[src/rtl/arduino_cmd_rx.sv]
// arduino_cmd_rx: 8N1 UART receiver that holds the last good command byte and falls back to IDLE_CMD when the link goes quiet
// Ports:
//   clk             system clock
//   rst             asynchronous active-high reset
//   uart_in         serial line from the Arduino, idle high, asynchronous to clk
//   arduino_command last good byte received, or IDLE_CMD after reset/timeout
//   cmd_valid       one-cycle pulse when arduino_command loads a good byte
//   frame_err       one-cycle pulse when a stop bit samples low
//   stale           no good byte within TIMEOUT_CLKS, or none since reset
//   busy            receiver is inside a frame or waiting out a break
module arduino_cmd_rx #(
  parameter int          CLKS_PER_BIT = 434,
  parameter int          TIMEOUT_CLKS = 25_000_000,
  parameter logic [7:0]  IDLE_CMD     = 8'h00
) (
  input  logic       clk,
  input  logic       rst,
  input  logic       uart_in,
  output logic [7:0] arduino_command,
  output logic       cmd_valid,
  output logic       frame_err,
  output logic       stale,
  output logic       busy
);
  localparam int CW = $clog2(CLKS_PER_BIT);
  localparam int WW = $clog2(TIMEOUT_CLKS);
  typedef enum logic [2:0] {S_ARM, S_IDLE, S_START, S_DATA, S_STOP, S_BREAK} state_t;
  state_t        r_state, w_state_nxt;
  logic [1:0]    r_sync;
  logic [CW-1:0] r_cnt, w_cnt_nxt;
  logic [2:0]    r_bit, w_bit_nxt;
  logic [7:0]    r_shift, w_shift_nxt;
  logic [WW-1:0] r_wd;
  logic          w_rx, w_bit_end, w_half, w_commit, w_ferr;
  assign w_rx      = r_sync[1];
  assign w_bit_end = r_cnt == CW'(CLKS_PER_BIT - 1);
  assign w_half    = r_cnt == CW'(CLKS_PER_BIT / 2 - 1);
  assign busy      = r_state inside {S_START, S_DATA, S_STOP, S_BREAK};
  always_ff @(posedge clk or posedge rst)
    if (rst) begin
      r_state <= S_ARM;
      r_sync  <= 2'b11;
      r_cnt   <= '0;
      r_bit   <= '0;
      r_shift <= '0;
    end else begin
      r_state <= w_state_nxt;
      r_sync  <= {r_sync[0], uart_in};
      r_cnt   <= w_cnt_nxt;
      r_bit   <= w_bit_nxt;
      r_shift <= w_shift_nxt;
    end
  // ARM demands a full bit time of idle-high so a line held low across reset is not taken as a start bit.
  always_comb begin
    w_state_nxt = r_state;
    w_cnt_nxt   = r_cnt + CW'(1);
    w_bit_nxt   = r_bit;
    w_shift_nxt = r_shift;
    w_commit    = 1'b0;
    w_ferr      = 1'b0;
    case (r_state)
      S_ARM: begin
        w_cnt_nxt   = (!w_rx || w_bit_end) ? '0 : r_cnt + CW'(1);
        w_state_nxt = (w_rx && w_bit_end) ? S_IDLE : S_ARM;
      end
      S_IDLE: begin
        w_cnt_nxt   = '0;
        w_bit_nxt   = '0;
        w_state_nxt = w_rx ? S_IDLE : S_START;
      end
      S_START:
        if (w_half) begin
          w_cnt_nxt   = '0;
          w_state_nxt = w_rx ? S_IDLE : S_DATA;
        end
      S_DATA:
        if (w_bit_end) begin
          w_cnt_nxt   = '0;
          w_shift_nxt = {w_rx, r_shift[7:1]};
          w_bit_nxt   = r_bit + 3'd1;
          w_state_nxt = (r_bit == 3'd7) ? S_STOP : S_DATA;
        end
      S_STOP:
        if (w_bit_end) begin
          w_cnt_nxt   = '0;
          w_commit    = w_rx;
          w_ferr      = !w_rx;
          w_state_nxt = w_rx ? S_IDLE : S_BREAK;
        end
      default: begin
        w_cnt_nxt   = '0;
        w_state_nxt = w_rx ? S_ARM : S_BREAK;
      end
    endcase
  end
  // Timeout fires on the cycle the count would reach TIMEOUT_CLKS-1; a commit in that same cycle takes priority.
  always_ff @(posedge clk or posedge rst)
    if (rst) begin
      arduino_command <= IDLE_CMD;
      cmd_valid       <= 1'b0;
      frame_err       <= 1'b0;
      stale           <= 1'b1;
      r_wd            <= '0;
    end else begin
      cmd_valid <= w_commit;
      frame_err <= w_ferr;
      if (w_commit) begin
        arduino_command <= r_shift;
        stale           <= 1'b0;
        r_wd            <= '0;
      end else if (!stale) begin
        if (r_wd == WW'(TIMEOUT_CLKS - 2)) begin
          arduino_command <= IDLE_CMD;
          stale           <= 1'b1;
          r_wd            <= '0;
        end else
          r_wd <= r_wd + WW'(1);
      end
    end
endmodule

[config.mk]
export PLATFORM = sky130hd
export DESIGN_NAME = arduino_cmd_rx
export DESIGN_NICKNAME = d
export VERILOG_FILES = /design/src/rtl/arduino_cmd_rx.sv
export SDC_FILE = /design/constraint.sdc
export NUM_CORES = 1
export LEC_CHECK = 0
export ABC_AREA = 1
export BUFFER_PORTS_ARGS = -buffer_cell sky130_fd_sc_hd__buf_2
export CAP_MARGIN = 5
export CORE_ASPECT_RATIO = 0.6
export CORE_MARGIN = 3
export CORE_UTILIZATION = 46
export CTS_CLUSTER_DIAMETER = 100
export DETAILED_ROUTE_END_ITERATION = 12
export PLACE_DENSITY = 0.67
export SLEW_MARGIN = 10
export SYNTH_ARGS = -nofsm -noshare
export SYNTH_HDL_FRONTEND = slang
export SYNTH_SLANG_ARGS = --single-unit
[constraint.sdc]
create_clock -name clk -period 4.9 [get_ports clk]
set_input_delay 0.245 -clock clk [delete_from_list [all_inputs] [get_ports clk]]
set_output_delay 0.245 -clock clk [all_outputs]
set_load 0.005 [all_outputs]
# == After elaboration in Yosys (flattened, before gate mapping) ==
# Index checks and enable logic that the tools add are counted.
# word_totals
regBits,61
inputBits,3
output_inout_bits,12
elab_cells,67
# classes
n_addsub,3
eq_ne,13
n_mux,29
reduce_logical,12
# ops
op,n
$mux W25,3
$mux W9,3
$pmux W9 S3,1
$add A25 B1 Y25 const B,1
$eq A25 B25 Y1 const B,1
$mux W8,3
$mux W3,7
$pmux W3 S5,1
$add A9 B1 Y9 const B,1
$eq A3 B3 Y1 const B,3
$eq A9 B8 Y1 const B,1
$eq A9 B9 Y1 const B,1
$mux W1,8
$eq A3 B2 Y1 const B,2
$ne A2 B2 Y1 const B,3
$pmux W3 S2,1
$reduce_and A2 Y1,3
$mux W2,2
$reduce_bool A2 Y1,2
$reduce_bool A4 Y1,1
$add A3 B1 Y3 const B,1
$eq A3 B1 Y1 const B,1
$logic_not A3 Y1,1
$reduce_and A3 Y1,1
5 further kinds,5

# == Depth between registers and ports, before layout ==
# logic_depth
word_depth,5
mapped_depth,13

# == Least setup slack after synthesis ==
# OpenSTA, ideal clock, no wires.
# synth_timing
path_type,register -> register
start,register r_cnt[1]
end,register r_wd[4]
arrival_time_ns,1.477
required_time_ns,4.782
slack_ns,3.305
path_stages_with_launch,13
path_buffers,1
period_less_slack_ns,1.595
cell_sequence,dfrtp_1 -> inv_1 -> ha_1 -> nand2_1 -> inv_1 -> nand2_1 -> nor2_8 -> nand2_4 -> nand2_8 -> nand2_2 -> buf_2 -> nand2_1 -> nor2_2
# synth_via
elab_chain_len,4
# synth_rtl
item,line,source
"start, declared",30,"logic [CW-1:0] r_cnt, w_cnt_nxt;"
"start signal, assigned",49,r_cnt <= w_cnt_nxt;
$eq A9 B9 Y1 (*),36,assign w_bit_end = r_cnt == CW'(CLKS_PER_BIT - 1);
$mux W1 (*),84,if (w_bit_end) begin
$mux W1 (*),61,case (r_state)
$ne A2 B1 Y1 (no line) / $mux W25 (equally long branches),-,
"end signal, assigned",117,r_wd <= r_wd + WW'(1);
"end, declared",33,logic [WW-1:0] r_wd;
# Mark *: on every way between the ends. The rest lies on a longest branch, timed or not.
# A chain may end at the register's enable or synchronous reset.

# == Worst setup path after layout ==
# layout_timing
start,register r_cnt[1]
end,register arduino_command[7]
# layout_via
elab_chain_len,5
# layout_rtl
item,line,source
$eq A9 B9 Y1 (*),36,
$mux W1 (*),84,
$mux W1 (*),61,
$ne A2 B1 Y1 (no line) / $reduce_bool A2 Y1 (equally long branches),-,
$reduce_and A2 Y1 (no line),-,
"end signal, assigned",108,arduino_command <= r_shift;
"end, declared",19,"output logic [7:0] arduino_command,"
# Marked as above.

==> results by group <==
Power and ir drop
  • Switching part of the total: 0.212
  • Pwr dens: 298 nW/um2
  • Pint: 921 uW
  • Reg power frac: 0.437
  • Net Sw Power: 248 uW
  • Clock power frac: 0.544
  • Max VDD drop: 0.193 mV
  • Gate power share: 0.019
  • Pleak: 0.00203 uW

Critical path
  • CP Data Required Time: 5.10 ns
  • Worst-path cell chain: inv_1 -> ha_1 -> nand2_1 -> inv_1 -> nand2_1 -> nor2_8 -> nand2_4 -> nand2_8 -> nand2_2 -> nand2_1 -> o21ai_0
  • Most used cell, CP: nand2_1
  • End of the worst register-to-register path: arduino_command[7]
  • R2R depth: 11
  • Slowest CP cell: dfrtp_1
  • Worst Path Arrival: 2.32 ns
  • Reg2Reg Setup Slack: 2.78 ns
  • CP peak stage delay: 0.40 ns
  • Crit Path Class: reg2reg
  • Setup crit end: arduino_command[7]
  • Critical Path Fanout Max: 25
  • Worst r2r src: r_cnt[1]
  • Critical Path End Type: register
  • Crit path from: r_cnt[1]
  • Startpoint types: register

STA
  • Setup_tns: 0 ns
  • Tcrit/Tclk final: 0.432
  • Final hold violation count: 0
  • Clock Skew: 0.00940 ns
  • Slew Viols, Final: 0
  • Tmin final: 2.12 ns
  • Rel. slew slack: 0.490
  • Setup WS post-layout: 2.78 ns
  • Slew @ Worst Pin: 0.764 ns
  • Unrepaired setup endpoints after global routing: no
  • Final setup viols: 0
  • Fmax: 472 MHz

Yosys
  • Synth warn: 0
  • Mapped Area: 3500 um2
  • Syn Inst Count: 492
  • Post-synthesis cell type count: 27
  • Syn Area/Cell: 7.11 um2
  • Post-Syn Nets: 502
  • Post-synthesis sequential area ratio: 0.438
  • Number of synthesized register bits: 61

Placed design
  • Final HPWL DP: 5910 um
  • Cells after DPL: 597
  • Setup WS pre-CTS: 2.79 ns
  • RePlAce Congestion: 0.981
  • Port bufs: 14

Layout
  • Synth-to-layout area growth: 12.2%
  • Most frequent cells in the layout: nand2_1 (150), nor2_1 (78), inv_1 (67)
  • Number of fill cells: 660
  • Layout cells sized above 1: 0.101
  • Nets: 518
  • Ant diodes: 0
  • Post-Layout Cell Count: 613
  • Commonest non-fill, non-tap cell in the layout: nand2_1

Clock tree
  • Post_cts resized: 0
  • Max clock buf depth: 2
  • TritonCTS Buffers: 9
  • CTS root buf: clkbuf_16
  • Hold buffer count at cts: 0
  • H-tree Lvls: 3
  • CTS tree: done
  • CTS Sinks: 61
  • Clock Latency Late Sink: 0.33 ns
  • Clock transition at path regs: 0.05 ns
  • Setup bufs post-CTS: 0

Routing
  • Via density: 5.07
  • Drt drc: 0
  • Drt total wl: 8110 um
  • Via count: 3106
  • Avg WL per Cell: 13.2 um
  • First drt pass iteration count: 8
  • DRT iter0 DRCs: 266
  • Post-route ant nets: 0

Job
  • Max-cap violations: 0

Die
  • Die Area: 8720 um2
  • Core area: 7020 um2
  • Starting Density: 0.498
  • # IOs: 15
  • Die height: 73.5 um
  • Die Width: 119 um
  • Row count: 23

Global routing
  • Vias in the first global route: 2691
  • Pin count of the biggest net entering global routing: 62
  • Gr ovfl total: 0
  • Initial antenna violation count: 0
  • First-pass GRT wire length: 13600 um
  • Global-route usage over all layers: 0.198

Min path
  • Hold crit path type: in2reg

Status
  • Status: complete, no violations
flip-flops by register name (all words and copies together), names as in the netlist:
| signal | count |
|---|---|
| r_cnt | 9 |
| r_bit | 3 |
| r_wd | 25 |
| arduino_command | 8 |
| r_state | 3 |
| stale | 1 |
| cmd_valid | 1 |
| r_shift | 8 |
| r_sync | 2 |
| frame_err | 1 |
cells in the mapped netlist (all sizes together):
master  count  area share
dfrtp      58        0.42
dfstp       3       0.023
a21oi       7       0.010
nand2     160        0.19
xor2        6       0.015
a21o        1      0.0021
nor2       83       0.097
nand3      41       0.059
buf         6       0.017
nand3b      3      0.0064
nand4       8       0.014
clkbuf      4      0.0047
o21ai      25       0.036
nor3        8       0.011
mux2i       1      0.0029
inv        71       0.076
ha          7       0.025
cell families after synthesis:
family                   share of synthesized area
buffers and inverters                       0.0981
AO/OA/AOI/OAI                               0.0480
AND/OR/NAND/NOR                              0.373
adder cells (fa/ha/maj)                     0.0251
XOR/XNOR                                    0.0150
flip-flops                                   0.438
multiplexers                               0.00286
metal layers:
metal  part of all wire  GRT usage  up-vias
li1                   -          -     1555
met1               0.55      0.323     1446
met2               0.37      0.257       95
met3              0.070     0.0423       10
met4              0.010     0.0552        0
met5                  0          0        -
power groups by stage:
stage               Sequential (uW)  Combinational (uW)  Clock, uW
floorplan                       518                17.7          0
global placement                520                21.9          0
detailed placement              520                22.3          0
CTS                             511                22.9        646
global route                    511                25.8        669
finish                          511                22.1        635
worst max-delay path: cells and delay by family, from the launching register on:
kind / cells / cell delay, ns
simple gates: 7 / 1.15
flops: 1 / 0.40
fa+ha+maj: 1 / 0.19
buf+inv: 2 / 0.14
compound gates: 1 / 0.10
how the worst min path moves through the flow:
| stage | slack [ns] | endpoint | cells after the start | startpoint |
|---|---|---|---|---|
| after floorplan | 0.25 | r_sync[0] | 0 | uart_in |
| after global placement | 0.35 | r_sync[1] | 0 | r_sync[0] |
| after detailed placement | 0.35 | r_sync[1] | 0 | r_sync[0] |
| after CTS | 0.01 | r_sync[0] | 1 | uart_in |
| after global routing | 0.01 | r_sync[0] | 1 | uart_in |
| final | 0.02 | r_sync[0] | 1 | uart_in |
metrics by stage:
stage | hold WS [ns] | power (uW) | utilization | cell area [um2]
floorplan | 0.249 | 536 | - | 3500
global placement | 0.345 | 542 | 0.516 | 3620
detailed placement | 0.351 | 542 | 0.516 | 3620
CTS | 0.0104 | 1180 | 0.559 | 3920
global route | 0.0105 | 1210 | 0.559 | 3920
finish | 0.0209 | 1170 | 0.559 | 3920
layout make-up:
cell class / count / area, um2 / share of cell area
Tap cell: 100 / 125 / 0.0319
Timing Repair Buffer: 15 / 77.6 / 0.0198
Clock inverter: 5 / 58.8 / 0.0150
Sequential cell: 61 / 1530 / 0.390
Clock buffer: 11 / 243 / 0.0619
Inverter: 71 / 267 / 0.0679
Multi-Input combinational cell: 350 / 1620 / 0.414
(Power assumes the default switching activity.)
